## config.mk

```make
export PLATFORM = sky130hd
export DESIGN_NAME = arty7_gpio_debounce
export DESIGN_NICKNAME = d
export VERILOG_FILES = /design/src/rtl/arty7_pkg.sv /design/src/rtl/arty7_dbnc_chan.sv /design/src/rtl/arty7_gpio_debounce.sv
export SDC_FILE = /design/constraint.sdc
export NUM_CORES = 1
export LEC_CHECK = 0
export CORE_ASPECT_RATIO = 0.6
export CORE_MARGIN = 2
export CORE_UTILIZATION = 25
export CTS_CLUSTER_SIZE = 40
export DETAILED_ROUTE_END_ITERATION = 16
export PLACE_DENSITY = 0.51
export RECOVER_POWER = 50
export SLEW_MARGIN = 40
export SYNTH_ARGS = -nofsm -noshare
export SYNTH_HDL_FRONTEND = slang
export SYNTH_SLANG_ARGS = --single-unit
export TNS_END_PERCENT = 50
```

## constraint.sdc

```tcl
create_clock -name clk_i -period 3.27 [get_ports clk_i]
set_clock_uncertainty 0.1 [all_clocks]
set_input_delay 0.327 -clock clk_i [delete_from_list [all_inputs] [get_ports clk_i]]
set_output_delay 0.327 -clock clk_i [all_outputs]
set_load 0.05 [all_outputs]
```

## src/rtl/arty7_pkg.sv

```systemverilog
// Board-level constants for the Arty-7 input conditioning stage, plus the
// per-channel result bundle shared by the debounce top and its channel module.
package arty7_pkg;

    localparam int unsigned ClkFreqHz         = 100_000_000;
    localparam int unsigned DbncMs            = 10;
    localparam int unsigned DbncCyclesDefault = (ClkFreqHz / 1000) * DbncMs;
    localparam int unsigned NumBoardGpio      = 4;

    typedef struct packed {
        logic level;
        logic rise;
        logic fall;
    } dbnc_out_t;

endpackage

```

## src/rtl/arty7_dbnc_chan.sv

```systemverilog
// One debounce channel: input synchroniser, stability counter, stable level
// and (with ARTY7_DBNC_EDGE_EN defined) registered rise/fall pulses.
import arty7_pkg::*;

module arty7_dbnc_chan #(
    parameter int SyncStages = 2,
    parameter int DbncCycles = 4,
    parameter int CntW       = 20
) (
    input  logic      clk_i,
    input  logic      rst_ni,
    input  logic      pin_i,
    output dbnc_out_t chan_o
);

    localparam logic [CntW-1:0] CntMax = CntW'(DbncCycles - 1);

    logic [SyncStages-1:0] sync_reg;
    logic [CntW-1:0]       cnt_reg;
    logic                  stable_reg;
    logic                  sync;
    logic                  accept;

    assign sync   = sync_reg[SyncStages-1];
    // The new level is taken on the DbncCycles-th consecutive disagreeing cycle.
    assign accept = (sync != stable_reg) && (cnt_reg == CntMax);

    always_ff @(posedge clk_i or negedge rst_ni) begin
        if (!rst_ni) begin
            sync_reg <= '0;
        end else begin
            sync_reg <= {sync_reg[SyncStages-2:0], pin_i};
        end
    end

    always_ff @(posedge clk_i or negedge rst_ni) begin
        if (!rst_ni) begin
            stable_reg <= 1'b0;
            cnt_reg    <= '0;
        end else if (sync == stable_reg) begin
            cnt_reg <= '0;
        end else if (accept) begin
            stable_reg <= sync;
            cnt_reg    <= '0;
        end else begin
            cnt_reg <= cnt_reg + CntW'(1);
        end
    end

`ifdef ARTY7_DBNC_EDGE_EN
    logic rise_reg;
    logic fall_reg;

    always_ff @(posedge clk_i or negedge rst_ni) begin
        if (!rst_ni) begin
            rise_reg <= 1'b0;
            fall_reg <= 1'b0;
        end else begin
            rise_reg <= accept & sync;
            fall_reg <= accept & ~sync;
        end
    end

    assign chan_o.rise = rise_reg;
    assign chan_o.fall = fall_reg;
`else
    assign chan_o.rise = 1'b0;
    assign chan_o.fall = 1'b0;
`endif

    assign chan_o.level = stable_reg;

endmodule

```

## src/rtl/arty7_gpio_debounce.sv

```systemverilog
// Arty-7 slide-switch / push-button conditioning: NumCh independent debounce
// channels. Define ARTY7_DBNC_EDGE_EN to enable the rise_o/fall_o pulses.
import arty7_pkg::*;

module arty7_gpio_debounce #(
    parameter int NumCh      = int'(NumBoardGpio),
    parameter int SyncStages = 2,
    parameter int DbncCycles = int'(DbncCyclesDefault),
    parameter int CntW       = 20
) (
    input  logic             clk_i,
    input  logic             rst_ni,
    input  logic [NumCh-1:0] pin_i,
    output logic [NumCh-1:0] gpio_o,
    output logic [NumCh-1:0] rise_o,
    output logic [NumCh-1:0] fall_o
);

    if (SyncStages < 2) begin : g_bad_sync
        $error("arty7_gpio_debounce: SyncStages must be >= 2");
    end
    if (DbncCycles < 1) begin : g_bad_dbnc
        $error("arty7_gpio_debounce: DbncCycles must be >= 1");
    end
    if ((DbncCycles - 1) >= (2 ** CntW)) begin : g_bad_cntw
        $error("arty7_gpio_debounce: CntW too narrow for DbncCycles");
    end

    dbnc_out_t chan_out [NumCh];

    for (genvar gi = 0; gi < NumCh; gi++) begin : g_chan
        arty7_dbnc_chan #(
            .SyncStages (SyncStages),
            .DbncCycles (DbncCycles),
            .CntW       (CntW)
        ) u_chan (
            .clk_i  (clk_i),
            .rst_ni (rst_ni),
            .pin_i  (pin_i[gi]),
            .chan_o (chan_out[gi])
        );

        assign gpio_o[gi] = chan_out[gi].level;
        assign rise_o[gi] = chan_out[gi].rise;
        assign fall_o[gi] = chan_out[gi].fall;
    end

endmodule
```

==> results.rst, run 1 <==
.. list-table::
   :header-rows: 1

   * - Metric
     - Value
   * - Post-synth cell types
     - 44
   * - Biggest cell delay along the critical path
     - 0.53 ns
   * - Total setup buffers inserted after CTS
     - 0
   * - Clock-pin slew reported for the worst setup and hold paths after clock tree synthesis
     - 0.06 ns
   * - Via count of the first global-routing pass
     - 3098
   * - Most used cell along the critical path
     - sky130_fd_sc_hd__or4_1
   * - Worst-path cell chain
     - or4_1 > or4_1 > o21ai_1 > buf_4 > a21oi_1
   * - Share of the synthesized area in compound gates (AO/OA/AOI/OAI)
     - 6.55%
   * - DPL Wire Length
     - 6090 µm
   * - Cell depth of the worst setup path
     - 5
   * - Share of the yosys chip area belonging to registers
     - 50.9%
   * - Most used flip-flop cell after synthesis
     - sky130_fd_sc_hd__dfrtp_1
   * - Proportion of register bits with asynchronous set or reset after synthesis
     - 100%
   * - Maximum capacitance violations
     - 0
   * - TritonCTS sink count
     - 92
   * - Drt initial violations
     - 213
   * - Clock tree from TritonCTS
     - done
   * - Total number of vias
     - 3213
   * - Setup repair after global routing missed its margin
     - no
   * - Synthesis-stage register bit count
     - 92
   * - Maximum clock rate
     - 388 MHz
   * - DIE WIDTH
     - 178 µm
   * - Worst relative slew slack
     - 12.4%
   * - Clock buffers created by TritonCTS
     - 9
   * - Antenna violations before repair
     - 0
   * - Final Routed Wirelength
     - 8820 µm
   * - Xor-xnor portion of the synthesized cell area
     - 10.3%
   * - Capturing point of the worst reg2reg path
     - g_chan[3].u_chan.cnt_reg[17]$_DFF_PN0_
   * - Placed standard-cell area
     - 4840 µm²
   * - Largest register FFs
     - 80
   * - Detail Route met3 WL
     - 271 µm
   * - Internal reg-to-reg setup slack
     - 0.70 ns
   * - Leakage power summed over all cells
     - 1.96 nW
   * - Number of DRC violations after detailed routing
     - 0
   * - Slew @ Worst Pin
     - 1.31 ns
   * - H-tree depth
     - 3
   * - Count of placed standard cells including taps
     - 694
   * - Number of buffer and inverter stages on the critical path
     - 1
   * - Cell Rows
     - 38
   * - Path class of the lowest-slack min-delay path
     - reg2reg
   * - CP startpoint kind
     - flip-flop
   * - Metal1 wirelength
     - 4900 µm
   * - R2r startpoint
     - g_chan[3].u_chan.cnt_reg[6]$_DFF_PN0_
   * - Remaining global-route overflow
     - 0
   * - Vertical extent of the die
     - 108 µm
   * - Post-route clock period utilization
     - 78.7%
   * - Count of warnings emitted by yosys
     - 0
   * - Pre-antenna DRT Iters
     - 4
   * - Diodes inserted
     - 0
   * - Non-filler cells, final
     - 710
   * - Hold Startpoint
     - g_chan[0].u_chan.sync_reg[0]$_DFF_PN0_
   * - Depth of the worst hold-timing path
     - 0
   * - Crit path capture type
     - flip-flop
   * - Core area
     - 17900 µm²
   * - Cell type contributing the most total cell area after synthesis
     - sky130_fd_sc_hd__dfrtp_1
   * - Req. time, crit path
     - 3.37 ns
   * - Post-detailed-route count of antenna-violating nets
     - 0
   * - Top-area cell type share of the netlist area
     - 50.9%
   * - Reg2Reg Depth
     - 5
   * - Total global-route track usage
     - 9.89%
   * - Power per unit of standard cell area
     - 452 nW/µm²
   * - Avg Synthesized Cell Area
     - 9.92 µm²
   * - Final number of hold-violating endpoints
     - 0
   * - Critical Setup Path Class
     - reg2reg
   * - Leading cell type in the layout, fill and taps excluded
     - sky130_fd_sc_hd__dfrtp_1
   * - Top cells by area in the synthesized netlist
     - sky130_fd_sc_hd__dfrtp_1 51%, sky130_fd_sc_hd__xnor2_1 6.8%, sky130_fd_sc_hd__nor2_1 5.6%, sky130_fd_sc_hd__xor2_1 3.5%, sky130_fd_sc_hd__nand3_1 3.3%
   * - Result of the run
     - complete, no violations
   * - Fraction of final layout cells with drive strength greater than 1
     - 8.51%
   * - Cell class contributing the biggest share of worst-path delay
     - simple AND/OR/NAND/NOR gates
   * - Global-route wire length before repair
     - 15200 µm
   * - Clock Path Buffers
     - 2
   * - Commonest cells after routing, fill and taps aside
     - 92 x sky130_fd_sc_hd__dfrtp_1, 68 x sky130_fd_sc_hd__nor2_1, 35 x sky130_fd_sc_hd__xnor2_1
   * - Post-synth EDFFs
     - 0
   * - Worst-path cell with the longest stage delay
     - sky130_fd_sc_hd__or4_1
   * - Count of port buffers added during placement
     - 9
   * - Highest routed metal layer
     - met4
   * - Area of the mapped netlist
     - 4530 µm²
   * - Simple-Gate Fraction of Synth Area
     - 24.9%
   * - Post-cts repair resize count
     - 0
   * - Clock latency on the worst-skew pair
     - 0.33 ns
   * - Routed length on met2
     - 3560 µm
   * - Maximum number of pins on one net before global-route repair
     - 52
   * - Final number of setup-violating endpoints
     - 0
   * - Die Area
     - 19200 µm²
   * - Final Net Count
     - 476
   * - Area share of fa/ha/maj cells after synthesis
     - 1.11%
   * - Initial standard-cell utilization of the core
     - 25.3%
   * - Data arrival, critical path
     - 2.68 ns
   * - Relative area change from synthesis to final layout
     - 13.7%
   * - Total count of max-transition violations in the final report
     - 0
   * - Number of buffers inserted for hold repair after clock tree synthesis
     - 1
   * - Share of the core filled with cells
     - 28.8%
   * - Share of cell area taken by muxes after synthesis
     - 1.44%
   * - Peak supply drop
     - 0.000221 V
   * - Routed vias/inst
     - 4.53
   * - Cell count after synthesis
     - 456
   * - Worst-path maximum fanout
     - 13
   * - Clock Tree Root
     - sky130_fd_sc_hd__clkbuf_16
   * - Count of pins on the block boundary
     - 18
   * - Total Neg Setup Slack
     - 0 ns
   * - Total power of the final layout
     - 2.33 mW
   * - Post-route design area
     - 5150 µm²
   * - Fin crit period
     - 2.57 ns
   * - Routability congestion estimate
     - 0.755
   * - Endpoint with the worst hold slack
     - g_chan[0].u_chan.sync_reg[1]$_DFF_PN0_
   * - Detail-routed net length per standard cell
     - 12.4 µm
   * - Largest family of logic cells by synthesized area
     - simple AND/OR/NAND/NOR gates
[worst reg2reg max path: cells and delay by family, from the launching register on]
| family | cells | cell delay, ns |
|---|---|---|
| buffers and inverters | 1 | 0.31 |
| DFF | 1 | 0.43 |
| AOI/OAI and AO/OA | 2 | 0.55 |
| and+or+nand+nor | 2 | 1.05 |
[per-layer routing]
| layer | track usage [%] | vias to the layer above |
|---|---|---|
| li1 | - | 1599 |
| met1 | 14.2 | 1571 |
| met2 | 14.5 | 37 |
| met3 | 2.67 | 6 |
| met4 | 2.81 | 0 |
| met5 | 0 | - |
[cells in the mapped netlist, types with 2 or more instances]
cell and n:
sky130_fd_sc_hd__nor3_1 14, sky130_fd_sc_hd__ha_1 4, sky130_fd_sc_hd__o21ai_0 9, sky130_fd_sc_hd__xor2_1 18, sky130_fd_sc_hd__and4_1 3, sky130_fd_sc_hd__or4b_1 2, sky130_fd_sc_hd__a21oi_1 20, sky130_fd_sc_hd__nand4_1 11
sky130_fd_sc_hd__or2_2 3, sky130_fd_sc_hd__and3_1 4, sky130_fd_sc_hd__inv_1 19, sky130_fd_sc_hd__buf_4 13, sky130_fd_sc_hd__nor4_1 12, sky130_fd_sc_hd__o31ai_1 11, sky130_fd_sc_hd__mux2_2 4, sky130_fd_sc_hd__xnor2_1 35
sky130_fd_sc_hd__or4b_2 2, sky130_fd_sc_hd__or4_1 18, sky130_fd_sc_hd__nand3_1 30, sky130_fd_sc_hd__nor2_1 68, sky130_fd_sc_hd__clkbuf_1 4, sky130_fd_sc_hd__buf_2 7, sky130_fd_sc_hd__or3_1 7, sky130_fd_sc_hd__and2_1 3
sky130_fd_sc_hd__nand2_1 22, sky130_fd_sc_hd__mux2i_1 2, sky130_fd_sc_hd__dfrtp_1 92, sky130_fd_sc_hd__o21ai_1 2, sky130_fd_sc_hd__o41ai_1 2
[through the flow]
step	hold slack, ns	setup slack [ns]
after floorplan	-0.0686	1.11
after global placement	0.236	0.823
after detailed placement	0.237	0.731
after CTS	0.252	0.701
after global routing	0.259	0.316
final	0.251	0.696
[cell type report]
class | instances | area [µm²]
flip-flops and latches | 92 | 2300
clock inverters | 3 | 46.3
repair buffers | 16 | 134
fillers | 1871 | 12700
well taps | 240 | 300
inverters | 19 | 71.3
clock buffers | 12 | 256
multi-input cells | 328 | 2040
[how the worst max path moves through the flow]
stage	startpoint	end	slack (ns)
after global placement	g_chan[3].u_chan.cnt_reg[6]$_DFF_PN0_	g_chan[3].u_chan.cnt_reg[4]$_DFF_PN0_	0.82
after CTS	g_chan[3].u_chan.cnt_reg[6]$_DFF_PN0_	g_chan[3].u_chan.cnt_reg[17]$_DFF_PN0_	0.70
after global routing	rst_ni	g_chan[2].u_chan.cnt_reg[19]$_DFF_PN0_	0.32
after floorplan	g_chan[1].u_chan.cnt_reg[12]$_DFF_PN0_	g_chan[1].u_chan.stable_reg$_DFFE_PN0P_	1.11
after detailed placement	g_chan[3].u_chan.cnt_reg[6]$_DFF_PN0_	g_chan[3].u_chan.cnt_reg[19]$_DFF_PN0_	0.73
final	g_chan[3].u_chan.cnt_reg[6]$_DFF_PN0_	g_chan[3].u_chan.cnt_reg[17]$_DFF_PN0_	0.70
[where the power goes]
| part | internal (mW) | leakage [nW] | switching (mW) |
|---|---|---|---|
| Combinational | 0.0219 | 0.557 | 0.0711 |
| Sequential | 1.15 | 1.26 | 0.0161 |
| Clock | 0.632 | 0.145 | 0.432 |
[cell families (layout without fill, tap and decap cells)]
logic type	Yosys count	in the layout
DFF	92	92
muxes	6	6
and+or+nand+nor	209	209
buffers and inverters	43	50
AOI/OAI and AO/OA	48	48
adders and majority gates	4	4
xor gates and xnor gates	53	53
other	1	8
Note: power is estimated with default switching activity, not from simulation.
==> run 2, diff against run 1 <==
==> constraint.sdc (replaced) <==
create_clock -name clk_i -period 2.5 [get_ports clk_i]
set_clock_uncertainty 0.1 [all_clocks]
set_input_delay 0.25 -clock clk_i [delete_from_list [all_inputs] [get_ports clk_i]]
set_output_delay 0.25 -clock clk_i [all_outputs]
set_load 0.05 [all_outputs]
==> run 2 against run 1 <==
  * Maximum frequency up 13%
  * Total power is 30% higher
  * Combinational power increased by 35%
  * Die area did not move
  * Critical endpoint is now g_chan[1].u_chan.stable_reg$_DFFE_PN0P_
  * Final area grew 0.92%
  * Register-to-register slack got worse by 0.46 ns
  * First-iteration DRC count up 9.4%
  * Hold slack got worse by 0.0055 ns
  * Wire length fell by 0.35%
==> results.rst, run 2 (synthesis results as in run 1) <==
.. list-table::
   :header-rows: 1

   * - Metric
     - Value
   * - Reg2Reg Depth
     - 4 (-1)
   * - DPL Wire Length
     - 6100 µm (+0.17%)
   * - Switching power of the nets
     - 0.680 mW (+31%)
   * - Crit path capture type
     - flip-flop
   * - Final number of setup-violating endpoints
     - 0 (unchanged)
   * - Clock tree from TritonCTS
     - done
   * - Total power of the final layout
     - 3.03 mW (+30%)
   * - Global-route wire length before repair
     - 15100 µm (-0.77%)
   * - H-tree depth
     - 3 (unchanged)
   * - Leakage power summed over all cells
     - 1.98 nW (+1.2%)
   * - Detail-routed net length per standard cell
     - 12.3 µm (-1.0%)
   * - Fraction of final layout cells with drive strength greater than 1
     - 9.68% (+1.2 points)
   * - Pre-antenna DRT Iters
     - 4 (unchanged)
   * - Worst hold margin
     - 0.246 ns (-0.00553 ns)
   * - DIE WIDTH
     - 178 µm (unchanged)
   * - Internal reg-to-reg setup slack
     - 0.23 ns (-0.46 ns)
   * - Initial standard-cell utilization of the core
     - 25.3% (unchanged)
   * - Routed vias/inst
     - 4.51 (-0.42%)
   * - Sequential share of power
     - 50.6% (+0.3 points)
   * - Area taken by multi-input logic gates
     - 2040 µm² (unchanged)
   * - Req. time, crit path
     - 2.63 ns (-0.74 ns)
   * - Filler cells
     - 1894 (+1.2%)
   * - Depth of the worst hold-timing path
     - 0 (unchanged)
   * - Combinational cell fraction of total power
     - 4.2% (+0.2 points)
   * - Data arrival, critical path
     - 2.40 ns (-0.28 ns)
   * - Maximum capacitance violations
     - 0 (unchanged)
   * - Commonest cells after routing, fill and taps aside
     - 92 x sky130_fd_sc_hd__dfrtp_1, 68 x sky130_fd_sc_hd__nor2_1, 35 x sky130_fd_sc_hd__xnor2_1
   * - Fin crit period
     - 2.27 ns (-0.305 ns)
   * - Final Routed Wirelength
     - 8790 µm (-0.35%)
   * - Maximum number of pins on one net before global-route repair
     - 48 (-7.7%)
   * - Vertical extent of the die
     - 108 µm (unchanged)
   * - Relative contribution of the clock network to total power
     - 45.3% (-0.4 points)
   * - CP startpoint kind
     - flip-flop
   * - Cell internal power dissipation
     - 2.35 mW (+30%)
   * - Die Area
     - 19200 µm² (unchanged)
   * - Via count of the first global-routing pass
     - 3146 (+1.5%)
   * - Non-filler cells, final
     - 715 (+0.70%)
   * - Drt initial violations
     - 233 (+9.4%)
   * - TritonCTS sink count
     - 92 (unchanged)
   * - Share of the core filled with cells
     - 29.1% (+0.27 points)
   * - Worst relative slew slack
     - 17.6% (+5.2 points)
   * - Clock latency on the worst-skew pair
     - 0.34 ns (about the same)
   * - Total Neg Setup Slack
     - 0 ns (unchanged)
   * - Final Net Count
     - 480 (+0.84%)
   * - Total global-route track usage
     - 9.90% (+0.011 points)
   * - Clock Tree Root
     - sky130_fd_sc_hd__clkbuf_16
   * - Count of placed standard cells including taps
     - 698 (+0.58%)
   * - Largest register FFs
     - 80 (unchanged)
   * - Peak supply drop
     - 0.000307 V (+39%)
   * - Post-route clock period utilization
     - 90.8% (+12 points)
   * - Core area
     - 17900 µm² (unchanged)
   * - Slew @ Worst Pin
     - 1.24 ns (-0.0782 ns)
   * - Routability congestion estimate
     - 0.732 (-3.1%)
   * - Fraction of met2 tracks used by global routing
     - 14.8% (+0.30 points)
   * - Clock-pin slew reported for the worst setup and hold paths after clock tree synthesis
     - 0.07 ns (about the same)
   * - Leading cell type in the layout, fill and taps excluded
     - sky130_fd_sc_hd__dfrtp_1
   * - Total count of max-transition violations in the final report
     - 0 (unchanged)
   * - Post-detailed-route count of antenna-violating nets
     - 0 (unchanged)
   * - Total number of vias
     - 3222 (+0.28%)
   * - Antenna violations before repair
     - 0 (unchanged)
   * - Relative area change from synthesis to final layout
     - 14.8%
   * - Remaining global-route overflow
     - 0 (unchanged)
   * - Result of the run
     - complete, no violations
   * - Path class of the lowest-slack min-delay path
     - reg2reg
   * - Diodes inserted
     - 0 (unchanged)
   * - Total setup buffers inserted after CTS
     - 0 (unchanged)
   * - Count of pins on the block boundary
     - 18 (unchanged)
   * - Worst-path maximum fanout
     - 6 (-7)
   * - Post-cts repair resize count
     - 0 (unchanged)
   * - Met3 track utilization from global routing
     - 2.25% (-0.42 points)
   * - Maximum clock rate
     - 441 MHz (+13%)
   * - Count of port buffers added during placement
     - 9 (unchanged)
   * - Critical Setup Path Class
     - reg2reg
   * - Clock buffers created by TritonCTS
     - 9 (unchanged)
   * - Number of buffers inserted for hold repair after clock tree synthesis
     - 1 (unchanged)
   * - Power per unit of standard cell area
     - 583 nW/µm² (+29%)
   * - Final number of hold-violating endpoints
     - 0 (unchanged)
   * - Switching part of the total power
     - 22.5% (+0.17 points)
   * - Setup repair after global routing missed its margin
     - no
   * - Cell Rows
     - 38 (unchanged)
   * - GR Util met1
     - 13.8% (-0.43 points)
   * - Sequential cell area
     - 2300 µm² (unchanged)
   * - Layer with the highest usage after global routing
     - met2
   * - Number of DRC violations after detailed routing
     - 0 (unchanged)
   * - Clock Path Buffers
     - 2 (unchanged)
-- run 2: stage by stage --
step | cell area, µm² | worst slack, ns
floorplan | 4550 | 0.339
global placement | 4880 | 0.282
detailed placement | 4880 | 0.241
CTS | 5200 | 0.236
global route | 5190 | 0.102
finish | 5190 | 0.231
-- run 2: layout make-up --
| type | count | share of cell area (%) |
|---|---|---|
| multi-input combinational | 328 | 39.2 |
| clock buffer | 11 | 4.67 |
| timing repair buffer | 20 | 3.52 |
| tap | 240 | 5.78 |
| sequential | 92 | 44.3 |
| inverter | 19 | 1.37 |
| clock inverter | 5 | 1.13 |
-- run 2: final timing paths --
| check | from | endpoint |
|---|---|---|
| max reg2reg | g_chan[1].u_chan.cnt_reg[12]$_DFF_PN0_ | g_chan[1].u_chan.stable_reg$_DFFE_PN0P_ |
| max in group asynchronous | rst_ni | g_chan[2].u_chan.cnt_reg[8]$_DFF_PN0_ |
| max | g_chan[1].u_chan.cnt_reg[12]$_DFF_PN0_ | g_chan[1].u_chan.stable_reg$_DFFE_PN0P_ |
| min | g_chan[0].u_chan.sync_reg[0]$_DFF_PN0_ | g_chan[0].u_chan.sync_reg[1]$_DFF_PN0_ |
| min in group asynchronous | rst_ni | g_chan[1].u_chan.cnt_reg[14]$_DFF_PN0_ |
| min reg2reg | g_chan[0].u_chan.sync_reg[0]$_DFF_PN0_ | g_chan[0].u_chan.sync_reg[1]$_DFF_PN0_ |
-- run 2: critical path, stage by stage (launching register included) --
cell	delay [ns]
sky130_fd_sc_hd__dfrtp_1	0.44
sky130_fd_sc_hd__or4_1	0.51
sky130_fd_sc_hd__or4_4	0.51
sky130_fd_sc_hd__nor2_1	0.23
sky130_fd_sc_hd__mux2_2	0.36
-- run 2: routing by layer --
layer | vias up | wire length, µm
met5 | - | 0
met3 | 6 | 251
met2 | 40 | 3800
li1 | 1604 | -
met1 | 1572 | 4640
met4 | 0 | 93
-- run 2: power groups by stage --
stage / Clock (mW) / Combinational [mW] / Sequential [mW]
4_1_cts: 1.44 / 0.132 / 1.53
2_1_floorplan: 0 / 0.0830 / 1.55
5_1_grt: 1.48 / 0.145 / 1.53
3_3_place_gp: 0 / 0.128 / 1.56
3_5_place_dp: 0 / 0.130 / 1.56
6_report: 1.37 / 0.126 / 1.53
==> run 3, diff against run 2 <==
--- a/config.mk
+++ b/config.mk
@@ -8,6 +8,7 @@
 export CORE_ASPECT_RATIO = 0.6
 export CORE_MARGIN = 2
 export CORE_UTILIZATION = 25
+export CTS_CLUSTER_DIAMETER = 40
 export CTS_CLUSTER_SIZE = 40
 export DETAILED_ROUTE_END_ITERATION = 16
 export PLACE_DENSITY = 0.51
==> results of run 3 <==
No change in the layout: final DEF, timing and power equal those of run 2.
